<file path="src/rtl/riscv_lsu.sv">
`default_nettype none
// ============================================================================
// Module      : riscv_lsu
// Description : Load-store unit. Turns core requests into word-aligned memory
//               transactions, stalls the core until the memory answers, and
//               extends load data. Flags misaligned/illegal accesses and timeouts.
// Revision    : 1.0 - initial release
// ============================================================================
module riscv_lsu #(
    parameter int TIMEOUT = 16
) (
    input  logic        clk_i,
    input  logic        rst_i,
    input  logic        core_req_i,
    input  logic        core_we_i,
    input  logic [2:0]  core_size_i,
    input  logic [31:0] core_addr_i,
    input  logic [31:0] core_wd_i,
    output logic [31:0] core_rd_o,
    output logic        core_stall_o,
    output logic        misalign_o,
    output logic        bus_err_o,
    output logic        mem_req_o,
    output logic        mem_we_o,
    output logic [3:0]  mem_be_o,
    output logic [31:0] mem_addr_o,
    output logic [31:0] mem_wd_o,
    input  logic [31:0] mem_rd_i,
    input  logic        mem_ready_i
);

    localparam int c_CNT_W = (TIMEOUT > 1) ? $clog2(TIMEOUT) : 1;
    localparam logic [c_CNT_W-1:0] c_CNT_LAST = c_CNT_W'(TIMEOUT - 1);

    typedef enum logic [0:0] {
        S_IDLE = 1'b0,
        S_WAIT = 1'b1
    } state_t;

    state_t             r_state;
    state_t             w_state_nxt;
    logic [c_CNT_W-1:0] r_cnt;
    logic [c_CNT_W-1:0] w_cnt_nxt;

    logic        w_legal;
    logic        w_aligned;
    logic        w_ok;
    logic [7:0]  w_byte;
    logic [15:0] w_half;
    logic [31:0] w_load_data;

    always_comb begin
        w_legal   = 1'b0;
        w_aligned = 1'b0;
        case (core_size_i)
            3'd0: begin w_legal = 1'b1;       w_aligned = 1'b1;                     end
            3'd1: begin w_legal = 1'b1;       w_aligned = ~core_addr_i[0];          end
            3'd2: begin w_legal = 1'b1;       w_aligned = (core_addr_i[1:0] == 2'b00); end
            3'd4: begin w_legal = ~core_we_i; w_aligned = 1'b1;                     end
            3'd5: begin w_legal = ~core_we_i; w_aligned = ~core_addr_i[0];          end
            default: begin w_legal = 1'b0;    w_aligned = 1'b0;                     end
        endcase
    end

    assign w_ok = w_legal & w_aligned;

    // Lane selection uses size[1:0] so that BU/HU share the B/H enables
    always_comb begin
        mem_be_o = 4'b1111;
        mem_wd_o = core_wd_i;
        case (core_size_i[1:0])
            2'b00: begin
                mem_be_o = 4'b0001 << core_addr_i[1:0];
                mem_wd_o = {4{core_wd_i[7:0]}};
            end
            2'b01: begin
                mem_be_o = 4'b0011 << {core_addr_i[1], 1'b0};
                mem_wd_o = {2{core_wd_i[15:0]}};
            end
            default: begin
                mem_be_o = 4'b1111;
                mem_wd_o = core_wd_i;
            end
        endcase
    end

    assign mem_we_o   = core_we_i;
    assign mem_addr_o = {core_addr_i[31:2], 2'b00};

    assign w_byte = mem_rd_i[{core_addr_i[1:0], 3'b000} +: 8];
    assign w_half = mem_rd_i[{core_addr_i[1], 4'b0000} +: 16];

    always_comb begin
        w_load_data = mem_rd_i;
        case (core_size_i)
            3'd0:    w_load_data = {{24{w_byte[7]}}, w_byte};
            3'd4:    w_load_data = {24'd0, w_byte};
            3'd1:    w_load_data = {{16{w_half[15]}}, w_half};
            3'd5:    w_load_data = {16'd0, w_half};
            default: w_load_data = mem_rd_i;
        endcase
    end

    always_comb begin
        w_state_nxt  = r_state;
        w_cnt_nxt    = r_cnt;
        mem_req_o    = 1'b0;
        core_stall_o = 1'b0;
        misalign_o   = 1'b0;
        bus_err_o    = 1'b0;
        core_rd_o    = 32'd0;
        // Reset silences every output so nothing is captured or reported
        if (!rst_i) begin
            case (r_state)
                S_IDLE: begin
                    if (core_req_i) begin
                        if (!w_ok) begin
                            misalign_o = 1'b1;
                        end else begin
                            mem_req_o = 1'b1;
                            if (!(core_we_i && mem_ready_i)) begin
                                core_stall_o = 1'b1;
                                w_state_nxt  = S_WAIT;
                                w_cnt_nxt    = '0;
                            end
                        end
                    end
                end
                S_WAIT: begin
                    if (!core_req_i) begin
                        w_state_nxt = S_IDLE;
                    end else if (mem_ready_i) begin
                        mem_req_o   = w_ok;
                        w_state_nxt = S_IDLE;
                        if (!core_we_i) begin
                            core_rd_o = w_load_data;
                        end
                    end else if (r_cnt == c_CNT_LAST) begin
                        bus_err_o   = 1'b1;
                        w_state_nxt = S_IDLE;
                    end else begin
                        mem_req_o    = w_ok;
                        core_stall_o = 1'b1;
                        w_cnt_nxt    = r_cnt + 1'b1;
                    end
                end
                default: w_state_nxt = S_IDLE;
            endcase
        end
    end

    always_ff @(posedge clk_i) begin
        if (rst_i) begin
            r_state <= S_IDLE;
            r_cnt   <= '0;
        end else begin
            r_state <= w_state_nxt;
            r_cnt   <= w_cnt_nxt;
        end
    end

endmodule
`default_nettype wire

</file>
<file path="config.mk">
export PLATFORM = sky130hd
export DESIGN_NAME = riscv_lsu
export DESIGN_NICKNAME = d
export VERILOG_FILES = /design/src/rtl/riscv_lsu.sv
export SDC_FILE = /design/constraint.sdc
export NUM_CORES = 1
export LEC_CHECK = 0
export CAP_MARGIN = 5
export CORE_MARGIN = 5
export CORE_UTILIZATION = 26
export CTS_CLUSTER_SIZE = 28
export DETAILED_ROUTE_END_ITERATION = 8
export HOLD_SLACK_MARGIN = 0.08
export PLACE_DENSITY = 0.83
export SYNTH_ARGS = -nofsm -noshare
export SYNTH_HDL_FRONTEND = slang
export SYNTH_SLANG_ARGS = --single-unit
</file>
<file path="constraint.sdc">
create_clock -name clk_i -period 1.65 [get_ports clk_i]
set_input_delay 0.33 -clock clk_i [delete_from_list [all_inputs] [get_ports clk_i]]
set_output_delay 0.33 -clock clk_i [all_outputs]
set_load 0.02 [all_outputs]
</file>
======== Word-level counts from Yosys, hierarchy flattened ========
Index checks and enable logic that the tools add are counted.
cells by class
  add/sub/neg operators ................... 1
  $mul .................................... 0
  div/mod/pow operators ................... 0
  order comparisons ....................... 0
  equal/unequal tests ..................... 12
  shifts and indexed selects .............. 4
  mux-type cells .......................... 41
  bitwise logic cells ..................... 4
  reduce and logical (&&, ||, !) cells .... 9
operator list
  kind                                              number
  2-to-1 mux 32 bit                                 5
  one-hot mux 32 bit (4 select lines)               1
  one-hot mux 32 bit (2 select lines)               1
  indexed part select 32 x 6 -> 16 bit              1
  indexed part select 32 x 6 -> 8 bit               1
  2-to-1 mux 4 bit                                  6
  2-to-1 mux 1 bit                                  22
  one-hot mux 4 bit (2 select lines)                2
  inequality test 2 bit (second input constant)     6
  == test 3 bit (second input constant)             2
  one-hot mux 1 bit (2 select lines)                3
  AND reduction 6 bit                               1
  OR reduction 2 bit                                3
  adder 4 x 1 -> 4 bit (second input constant)      1
  == test 4 bit (second input constant)             1
  logical NOT 2 bit                                 2
  << shifter 1 x 2 -> 4 bit (first input constant)  1
  << shifter 2 x 2 -> 4 bit (first input constant)  1
  == test 3 x 1 -> 1 bit (second input constant)    1
  == test 3 x 2 -> 1 bit (second input constant)    1
  logical NOT 3 bit                                 1
  NOT 1 bit                                         3
  one-hot mux 1 bit (3 select lines)                1
  OR reduction 3 bit                                1
  other kinds (3)                                   3
word-level totals
  register bits after elaboration ......... 5
  latch bits .............................. 0
  RAM bits ................................ 0
  bits in read-only memories .............. 0
  bits of input ports ..................... 104
  output and inout bits ................... 105
  word-level logic and storage cells ...... 73
  memories kept ........................... 0

======== Depth between registers and ports, before layout ========
Gate-level depths: netlist (run 1).
  depth after elaboration ................. 9
  depth in mapped cells ................... 6
  mapped depth without buffers ............ 5

======== Worst setup path after synthesis (run 1) ========
OpenSTA, ideal clock, no wires.
  path kind ............................... input-to-output
  from .................................... in rst_i
  to ...................................... out core_rd_o[7]
  arrival ................................. 1.744 ns
  slack ................................... -0.424 ns
  cell stages on the path ................. 4
  path buffers ............................ 1
  cell sequence ........................... nand2b_1 -> or3_1 -> clkbuf_1 -> a2111oi_1
on the way
  cells in the longest elaborated chain, start to end .. 1
RTL lines
  what                RTL line  text
  start: declaration  13        input logic rst_i,
  2-to-1 mux 32 bit   113       if (!rst_i) begin
  end: declaration    19        output logic [31:0] core_rd_o,
No other way between the ends.

======== Worst setup path in the final report (run 1) ========
  from .................................... in rst_i
  to ...................................... out core_rd_o[17]
Same word-level chain as after synthesis.

==> impl_metrics.csv, run 1 <==
group,metric,value,unit
outcome,outcome,"finished, violations left",
outcome,violations,"negative setup slack",
routing,drtPass1Iterations,4,
critical_path,ff2ff_setup_slack,0.06,ns
die,core.rowCount,30,
global_route,grt.met1_usage,0.191,
global_route,grt_pass1_wl,14000,µm
clock_tree,path_clk_slew,0.04,ns
power,power.share.sequential,0.090,
routing,routed_wl,9590,µm
power,pwr-share-comb,0.737,
power,p_sw,0.545,mW
clock_tree,tritoncts,"done",
logic_synthesis,avgSynthCellArea,7.18,µm²
critical_path,path_cells,"buf_6, nand2b_4, or3_4, buf_16, nor3_4, buf_6",
die,initial_core_util,0.271,
logic_synthesis,yosysSeqAreaShare,0.0538,
clock_tree,cts.sinks,5,
die,ioPinCount,209,
clock_tree,cts_max_level,1,
logic_synthesis,ys_warn_count,0,
critical_path,crit_top_cell,"buf_6",
timing,setup_viol,43,
place,dpl_cell_area,3770,µm²
power,vdd_drop_max,379,µV
global_route,met3_usage,0.0414,
power,powerDensity,315,nW/µm²
die,die_h,94.6,µm
flow_run,maxCapViolCount,0,
timing,period_minus_slack,1.93,ns
timing,finalMaxSlewViolations,0,
timing,fmax,519,MHz
clock_tree,cts_buffer_depth,2,
finish,fin_area,4370,µm²
logic_synthesis,synth_cell_types,43,
global_route,grt_pass1_vias,2812,
critical_path,crit_path_start_kind,"input pin",
finish,fillers,590,
timing,hold_violations,0,
global_route,top_usage_layer,"met2",
global_route,grt.overflow.total,0,
finish,drive_above_1_share,0.565,
routing,drc,0,
power,pwr-share-clk,0.173,
critical_path,crit_type,"input pin to primary output",
critical_path,critPathBufInv,3,
place,pre_cts_ws,-1.20,ns
power,p_int,0.829,mW
timing,post-route-period-util,1.17,
finish,mostFrequentLayoutCells,"buf_4 (68), clkdlybuf4s50_1 (53), buf_6 (45)",
timing,rsz0062_at_grt,"yes",
clock_tree,numCtsBuffers,3,
critical_path,cpMaxStageDelayCell,"or3_4",
clock_tree,cts_root_buf,"clkbuf_8",
die,core-area,6870,µm²
routing,vias,2603,
finish,num_antenna_cells,0,
finish,final_core_util,0.636,
routing,via_per_inst,4.97,
critical_path,critical_path.max_stage_delay,0.50,ns
global_route,antenna_found_initial,0,
logic_synthesis,netlist_instances,259,
place,io_buffers,146,
finish,area_growth_syn_to_layout,135,%
routing,ant_nets,0,
clock_tree,clock_latency,0.23,ns
global_route,grtUsageTotal,0.196,
timing,finalClockSkew,0.000433,ns
timing,timing.hold.ws,0.405,ns
global_route,grt_use_met2,0.395,
finish,layout_commonest_cell,"buf_4",
global_route,grt_max_degree,17,
die,dieArea,8940,µm²
routing,drt_iter0_markers,61,
place,gp_congestion,0.799,
logic_synthesis,syn_area,1860,µm²
hold_path,hp-class,"input pin to register",
logic_synthesis,ys_ff_latch,5,
critical_path,crit_fanout,8,
critical_path,cpLargestDelayFamily,"simple AND/OR/NAND/NOR gates",
power,p_leak,1.93,nW
power,sw_frac_of_total,0.396,
routing,wl_per_cell,18.3,µm
die,die_x,94.6,µm
critical_path,crit_path_end_kind,"primary output",
place,dp_hpwl,7010,µm
critical_path,critPathArrivalTime,1.60,ns
timing,setup_slack,-0.276,ns
finish,fin_nets,534,
critical_path,crit_required,1.32,ns
[area by class of cell]
type                            count  area, µm²  share of cell area
Inverter                            4       17.5             0.00401
Timing Repair Buffer              224       2250               0.516
Clock buffer                        4       45.0              0.0103
Sequential cell                     5        101              0.0232
Tap cell                           96        120              0.0275
Multi-Input combinational cell    191       1830               0.418
[registers in the layout, summed over array words and instances, names as in the netlist]
register,cells
r_cnt,4
r_state,1
[cells by family (layout without fill, tap and decap cells)]
logic type,count (synthesis),after routing,synth area share
simple gates,96,96,0.301
buf+inv,64,232,0.227
compound gates,57,57,0.209
mux,35,35,0.199
flops,5,5,0.0538
fa+ha+maj,1,1,0.00673
other cells,1,2,0.00202
[what timing repair did]
action	CTS	global route
buffers inserted	11	9
cloned	6	0
endpoints found under the setup margin	77	63
pin swaps	15	25
hold buffers	0	0
gates resized for setup	404	96
[layer usage]
layer  part of all wire  wire (µm)  vias up
met1               0.35       3330     1203
met4              0.043        408        0
met3              0.087        830       37
li1                   -          -     1225
met2               0.52       5030      138
met5                  0          0        -
[worst reg2reg max path: stages (launching register included)]
cell and delay (ns):
dfxtp_1 0.31, ha_1 0.22, nand4_1 0.17, nand3_1 0.18, buf_4 0.18, or3_1 0.34, a21oi_1 0.12
[per-stage QoR]
step	setup TNS, ns	std cells	power, mW
3_3_place_gp	-62.56	499	0.997
6_report	-8.54	524	1.37
2_1_floorplan	-3.81	260	0.632
4_1_cts	-8.94	519	1.30
5_1_grt	-10.22	524	1.44
3_5_place_dp	-63.85	499	1.01
[path summary, 6_finish.rpt]
check	depth (start not counted)	from	to
worst min-delay path	3	rst_i	r_cnt[1]
worst min register to register	2	r_cnt[2]	r_cnt[2]
worst max register to register	6	r_cnt[0]	r_cnt[1]
worst max-delay path	6	rst_i	core_rd_o[17]
[synthesized netlist by cell type (all sizes together)]
library cell	count	area, µm²
mux2	16	180
and3	7	43.8
nor3	22	165
ha	1	12.5
a211o	1	8.76
a221oi	2	23.8
clkbuf	7	26.3
a22oi	7	52.6
a41oi	1	8.76
or3	2	12.5
nor4	3	31.3
o21ai	11	55.1
o21bai	9	67.6
nor2b	17	106
mux2i	19	190
buf	53	382
a311oi	1	8.76
a21o	2	15.0
inv	4	15.0
nand2	20	75.1
dfxtp	5	100
nor2	16	62.6
nand2b	2	12.5
nand4	1	6.26
a2111oi	3	27.5
and3b	1	8.76
conb	1	3.75
a31oi	2	27.5
a21oi	18	93.8
nand3	2	10.0
nand3b	3	26.3
[power by group through the flow]
stage	sequential, mW	combinational (mW)	clock (mW)
2_1_floorplan	0.125	0.507	0
3_3_place_gp	0.125	0.871	0
3_5_place_dp	0.125	0.886	0
4_1_cts	0.124	0.940	0.239
5_1_grt	0.124	1.07	0.251
6_report	0.124	1.01	0.238
Note: power is estimated with default switching activity, not from simulation.
==> run 2: changes to the inputs <==
- REMOVE_ABC_BUFFERS: not set -> 1
==> run 2 against run 1 <==
- critical path depth stayed put
- sequential share of layout area is 0.24 points higher
- highest routed layer unchanged
- first-iteration DRC count is 25% lower
- clock power is 5% lower
- clock-buffer cell count is 1 lower
- the flow still finishes with violations (negative setup slack)
- routed wire length is 7.7% higher
- total power is 6.9% lower
- die area stayed put
- final area is 7.0% lower
- critical path type is now register to primary output
==> impl_metrics.csv, run 2 (synthesized netlist as in run 1, its figures left out) <==
group,metric,value,unit
finish,area_growth_syn_to_layout,118,%
power,vdd_drop_max,293,µV
routing,ant_nets,0,
finish,largest_register_ffs,4,
critical_path,critPathArrivalTime,1.61,ns
power,pwr-share-clk,0.176,
finish,fin_nets,514,
power,power,1.28,mW
global_route,grt_pass1_vias,2861,
clock_tree,tritoncts,"done",
timing,setup_tns,-9.10,ns
critical_path,crit_path_start_kind,"register",
place,post-place-cells,487,
routing,drtPass1Iterations,4,
die,die_x,94.6,µm
timing,post-route-period-util,1.18,
critical_path,crit_required,1.32,ns
critical_path,crit_fanout,8,
die,die_h,94.6,µm
routing,drt_iter0_markers,46,
power,p_int,0.764,mW
critical_path,crit_type,"register to primary output",
finish,num_antenna_cells,0,
finish,fin_area,4060,µm²
power,p_sw,0.515,mW
timing,rsz0062_at_grt,"yes",
timing,finalMaxSlewViolations,0,
hold_path,hp-class,"input pin to register",
power,power.share.sequential,0.097,
die,dieArea,8940,µm²
power,powerDensity,315,nW/µm²
die,core-area,6870,µm²
place,dpl_cell_area,3420,µm²
outcome,outcome,"finished, violations left",
die,ioPinCount,209,
die,initial_core_util,0.271,
global_route,grt.overflow.total,0,
timing,setup_slack,-0.295,ns
finish,mostFrequentLayoutCells,"clkdlybuf4s50_1 (60), buf_4 (54), buf_6 (36)",
finish,layout_commonest_cell,"clkdlybuf4s50_1",
timing,hold_violations,0,
global_route,grtUsageTotal,0.215,
global_route,grt_max_degree,32,
timing,period_minus_slack,1.94,ns
power,p_leak,1.74,nW
outcome,violations,"negative setup slack",
timing,setup_viol,42,
clock_tree,postCtsHoldBufs,0,
place,io_buffers,146,
finish,layout.cells.non_filler,504,
timing,timing.hold.ws,0.383,ns
timing,finalClockSkew,0.00322,ns
routing,wl_per_cell,20.5,µm
place,pre_cts_ws,-1.21,ns
clock_tree,numCtsBuffers,3,
timing,fmax,514,MHz
place,gp_congestion,0.913,
routing,drc,0,
flow_run,maxCapViolCount,0,
finish,top_regs,"r_cnt x4, r_state x1",
clock_tree,cts_max_level,1,
global_route,antenna_found_initial,0,
clock_tree,path_clk_slew,0.04,ns
routing,via_per_inst,5.19,
global_route,grt_pass1_wl,15200,µm
routing,vias,2615,
finish,regMostFlops,"r_cnt",
finish,final_core_util,0.591,
place,dp_hpwl,6970,µm
clock_tree,cts_root_buf,"clkbuf_8",
power,sw_frac_of_total,0.403,
clock_tree,cts.sinks,5,
finish,drive_above_1_share,0.539,
clock_tree,clock_latency,0.22,ns
critical_path,crit_path_end_kind,"primary output",
power,pwr-share-comb,0.727,
die,core.rowCount,30,
routing,routed_wl,10300,µm
clock_tree,cts_buffer_depth,2,
-- run 2: power groups by stage --
stage	Combinational [mW]	Clock [mW]	Sequential [mW]
2_1_floorplan	0.278	0	0.127
3_3_place_gp	0.789	0	0.125
3_5_place_dp	0.799	0	0.126
4_1_cts	0.871	0.230	0.124
5_1_grt	0.982	0.244	0.124
6_report	0.929	0.225	0.124
-- run 2: repair_timing --
item                       CTS  global route
cloned                       5             0
pin swaps                   20            19
buffers inserted             7             3
gates resized for setup    463            60
setup endpoints to repair   78            53
-- run 2: critical path, cell delays in order, from the launching register on --
cell,delay [ns]
dfxtp_2,0.33
nand2_1,0.05
or3_4,0.39
buf_6,0.15
buf_12,0.14
nor3_2,0.17
buf_4,0.16
-- run 2: cell type report --
cell class | count | area (µm²)
clock inverter | 1 | 5.00
tap | 96 | 120
sequential | 5 | 104
clock buffer | 3 | 41.3
multi-input combinational | 191 | 1770
timing repair buffer | 204 | 2010
inverter | 4 | 15.0
fill | 585 | 2810
-- run 2: final timing paths --
| kind | from | slack [ns] | to | cells after the start |
|---|---|---|---|---|
| setup / recovery | r_state | -0.29 | core_rd_o[19] | 6 |
| hold / removal | rst_i | 0.38 | r_cnt[0] | 3 |
| setup reg to reg | r_state | 0.15 | r_cnt[1] | 5 |
| hold reg to reg | r_cnt[2] | 0.57 | r_cnt[2] | 2 |
-- run 2: layer usage --
layer | wire length [µm] | track usage | vias to the layer above | share of wire
met5 | 0 | 0.0119 | - | 0
met1 | 3870 | 0.239 | 1238 | 0.37
met4 | 217 | 0.0721 | 0 | 0.021
met3 | 1250 | 0.0932 | 20 | 0.12
li1 | - | - | 1189 | -
met2 | 4990 | 0.367 | 168 | 0.48
